$ cat config.mk
export PLATFORM = sky130hd
export DESIGN_NAME = sbox_builder
export DESIGN_NICKNAME = d
export VERILOG_FILES = /design/src/rtl/sbox_builder.sv
export SDC_FILE = /design/constraint.sdc
export NUM_CORES = 2
export LEC_CHECK = 0
export CAP_MARGIN = 25
export CORE_UTILIZATION = 46
export DETAILED_ROUTE_END_ITERATION = 12
export PLACE_DENSITY = 0.7
export RECOVER_POWER = 50
export SYNTH_ARGS = -nofsm -noshare
export SYNTH_HDL_FRONTEND = slang
export SYNTH_SLANG_ARGS = --single-unit
$ cat constraint.sdc
create_clock -name clk -period 4.9 [get_ports clk]
set_clock_uncertainty 0.15 [all_clocks]
set_input_delay 0.735 -clock clk [delete_from_list [all_inputs] [get_ports clk]]
set_output_delay 0.735 -clock clk [all_outputs]
set_load 0.005 [all_outputs]
$ cat src/rtl/sbox_builder.sv
// S-box table builder: collects unique bytes from a chaotic stream into a 256-entry
// forward table. Define INV_SBOX_EN to add the inverse table and the lk_inv_data port.
module sbox_builder (
  input  logic       clk,
  input  logic       rst,
  input  logic       start,
  input  logic       cand_valid,
  input  logic [7:0] cand_data,
  input  logic       dup_in,
  output logic       cand_ready,
  output logic       busy,
  output logic       done,
  output logic [8:0] fill_count,
  input  logic [7:0] lk_addr,
  output logic [7:0] lk_data
`ifdef INV_SBOX_EN
  ,
  output logic [7:0] lk_inv_data
`endif
);

  // state   | meaning
  // IDLE    | waiting for start, candidates ignored
  // COLLECT | accepting candidates, committing non-duplicates
  // DONE    | all 256 entries written, table valid for lookup
  typedef enum logic [1:0] {
    IDLE    = 2'd0,
    COLLECT = 2'd1,
    DONE    = 2'd2
  } state_t;

  state_t     state;
  logic       cand_valid_d;
  logic [7:0] cand_d;
  logic       commit;
  logic [7:0] tbl [256];

  assign cand_ready = (state == COLLECT);

  // The detector's verdict arrives one cycle late, so the commit acts on the delayed candidate.
  assign commit = (state == COLLECT) && cand_valid_d && !dup_in && !start;

  always_ff @(posedge clk or negedge rst) begin
    if (!rst) begin
      state        <= IDLE;
      fill_count   <= '0;
      cand_valid_d <= 1'b0;
      cand_d       <= '0;
      busy         <= 1'b0;
      done         <= 1'b0;
    end else begin
      cand_valid_d <= cand_valid && (state == COLLECT) && !start;
      cand_d       <= cand_data;
      if (start) begin
        state        <= COLLECT;
        fill_count   <= '0;
        busy         <= 1'b1;
        done         <= 1'b0;
      end else if (commit) begin
        fill_count <= fill_count + 9'd1;
        if (fill_count == 9'd255) begin
          state <= DONE;
          busy  <= 1'b0;
          done  <= 1'b1;
        end
      end
    end
  end

  always_ff @(posedge clk) begin
    if (commit)
      tbl[fill_count[7:0]] <= cand_d;
  end

  always_ff @(posedge clk or negedge rst) begin
    if (!rst)
      lk_data <= '0;
    else
      lk_data <= tbl[lk_addr];
  end

`ifdef INV_SBOX_EN
  logic [7:0] inv_tbl [256];

  always_ff @(posedge clk) begin
    if (commit)
      inv_tbl[cand_d] <= fill_count[7:0];
  end

  always_ff @(posedge clk or negedge rst) begin
    if (!rst)
      lk_inv_data <= '0;
    else
      lk_inv_data <= inv_tbl[lk_addr];
  end
`endif

endmodule

==> metrics <==
status=finished, violations left; failing checks=capacitance limit, slew limit; Final min period=around 4.0 ns; mapped cell area=roughly 0.080 mm2; Max Cap Violations=14; Period Utilization, post-route=0.816; clock slew at reported path FFs=0.06 ns; Fill cells=about 13000; post-place instance area=roughly 0.084 mm2; ranking of synthesized cells by area=edfxtp_1 77%, mux4_2 12%, mux2i_1 2.1%; net count after synthesis=just under 4000; multi-input logic area=roughly 0.017 mm2; adder-cell share of the synthesized area=0.000779; final core utilization=0.526; CP required=about 5.2 ns; Setup CP Type=flop to flop; XOR/XNOR Fraction of Synth Area=0.000655; Final nets=about 4100; Sequential Area=0.0622 mm2; io pins=roughly 40; Power per Cell Area=402 mW/mm2; Final Cell Area=0.0907 mm2; Via-to-Cell Ratio=6.21; worst skew pair latency=~0.84 ns; Starting DRT DRC Count=roughly 5500; CTS tree=built; largest net degree at the start of global routing=between 200 and 250; Min-Delay Path Class=primary input to flop; Slowest-stage cell, CP=dfrtp_1; EDFF count, synth=about 2000; CTS buffer count=slightly below 200; vias in the first global route=40027; All-Layer GR Usage=0.226; DIE HEIGHT=~420 um; drt wl/cell=~30 um; Post-Syn Instances=between 3000 and 4000; unrepaired setup endpoints after global routing=false; Die W=between 400 and 500 um; asr flop ratio synth=0.0135; Seq cells post-synth=2076; Synth cell types=64; Sink Count=roughly 2100; Hold Slack=0.291 ns; buffer depth of the longest clock path=3; Setup crit start kind=flop; VDD IR-drop max=0.340 mV; CTS root buf=clkbuf_16; Seq/Total Area, Yosys=0.775; Compound-Gate Fraction of Synth Area=0.0362; vias=just over 40000; largest family of logic cells by synthesized area=multiplexers; DRT Wirelength=about 200000 um; share of cells above drive strength 1=0.227; mux share of post-synthesis cell area=0.144; Worst Tran Pin Value=3.29 ns; grt ovf=0; first-pass GRT wire length=285000 um; Final HPWL DP=120000 um; residual DRC count=0; Crit Path Max Fanout=75; f_max=approximately 0.25 GHz; top cell type's share of synthesized area=0.766; crit-path cells=clkbuf_2; WP data arrival=around 4.3 ns; # rows=152; static leakage=roughly 28 nW; core area=0.172 mm2; Sum Neg Setup Slack=0 ns; syn_area_per_cell=between 20 and 25 um2; H-tree lvl count=4; crit end category=flop; Fin. Hold Viols=0; Setup Viol. Count Final=0; Primary FF master, synth=edfxtp_1; postcts setup bufs=0; critical path's largest stage delay=2.17 ns; post-route ant nets=0; area grow syn2layout=13.0%; most common cell in the synthesized netlist=edfxtp_1; DR pass1 iterations=7; Crit path max-delay family=flip-flops; Buf+Inv Stages, Crit Path=1; simple-gate portion of the synthesized area=0.0270; biggest area consumer among synthesized cells=edfxtp_1; antenna violations before repair=4; global placement routability congestion=between 0.8 and 0.9; Syn. warnings=0; Initial Util=0.465; # port buffers=40; total power=~36 mW; Relative slew margins=-1.19; top cells by count, synth=2048 x edfxtp_1, 430 x mux4_2, 293 x nor2_1, 171 x mux2i_1, 112 x a22oi_1; max-slew violations=about 1000; Die ar.=0.176 mm2
[metal layers]
metal	part of all wire	global-route usage
met1	0.39	0.319
met2	0.48	0.354
met3	0.099	0.0450
met4	0.034	0.0792
met5	0	0
[report_power, final]
group / leakage [nW] / total, mW / internal, mW / switching [mW]
sequential: 18.7 / 19.6 / 19.5 / 0.106
clock: 3.14 / 15.2 / 8.45 / 6.74
combinational: 6.40 / 1.63 / 0.608 / 1.03
total: 28.3 / 36.5 / 28.6 / 7.88
[worst paths after layout]
| kind | endpoint | depth (start not counted) | startpoint | slack, ns |
|---|---|---|---|---|
| max | tbl[169][5] | 1 | cand_d[5] | 0.90 |
| min | cand_d[1] | 1 | cand_data[1] | 0.29 |
| min reg2reg | state[0] | 1 | state[0] | 0.39 |
| min in group asynchronous | cand_d[7] | 3 | rst | 1.05 |
| max in group asynchronous | fill_count[3] | 3 | rst | 2.17 |
| max reg2reg | tbl[169][5] | 1 | cand_d[5] | 0.90 |
[cell families (layout without fill, tap and decap cells)]
| family | after synthesis | in the layout |
|---|---|---|
| other cells | 0 | 1 |
| simple gates | 495 | 495 |
| buf+inv | 241 | 623 |
| mux | 609 | 609 |
| flops | 2076 | 2076 |
| fa+ha+maj | 5 | 5 |
| xor+xnor | 6 | 6 |
| compound gates | 406 | 406 |
[registers in the layout, indices dropped and copies added (netlist names)]
name	cells
fill_count	9
done	1
state	1
lk_data	8
cand_valid_d	1
cand_d	8
tbl	2048
[cell type report]
class                      instances  area share
clock buffer                     239      0.0568
clock inverter                   125      0.0145
inverter                           8    0.000331
multi-input combinational       1521       0.185
sequential                      2076       0.686
antenna                            1   0.0000276
tap                             2310      0.0319
timing repair buffer             251      0.0255
[per-stage QoR]
stage,instances,setup WS (ns)
floorplan,3838,0.781
detailed placement,6164,0.447
global placement,6162,0.311
CTS,6529,1.36
global route,6530,0.638
finish,6531,0.901
[placed cells by master (no fill, tap or decap), types with 19 or more instances in the layout]
master	netlist	routed
nand2_1	61	61
a21oi_1	76	76
clkdlybuf4s50_1	0	25
mux2i_1	171	171
a221oi_1	23	23
clkinv_1	0	46
nor3_1	33	33
a22o_1	23	23
mux4_2	430	430
o221ai_1	37	37
clkinv_2	0	37
a22oi_1	112	112
clkbuf_16	0	199
dfrtp_1	28	28
clkbuf_1	107	41
nor2_1	293	289
a211oi_1	19	19
buf_12	1	26
o22ai_1	44	44
nor4_1	22	22
edfxtp_1	2048	2048
o21ai_0	20	20
buf_4	35	172
[repair_timing]
item                                   CTS  global route
endpoints found under the hold margin   28             0
hold buffers                             1             0
setup endpoints to repair                0             0
resized for setup                        0             0
Power figures use the tool's default switching activity.
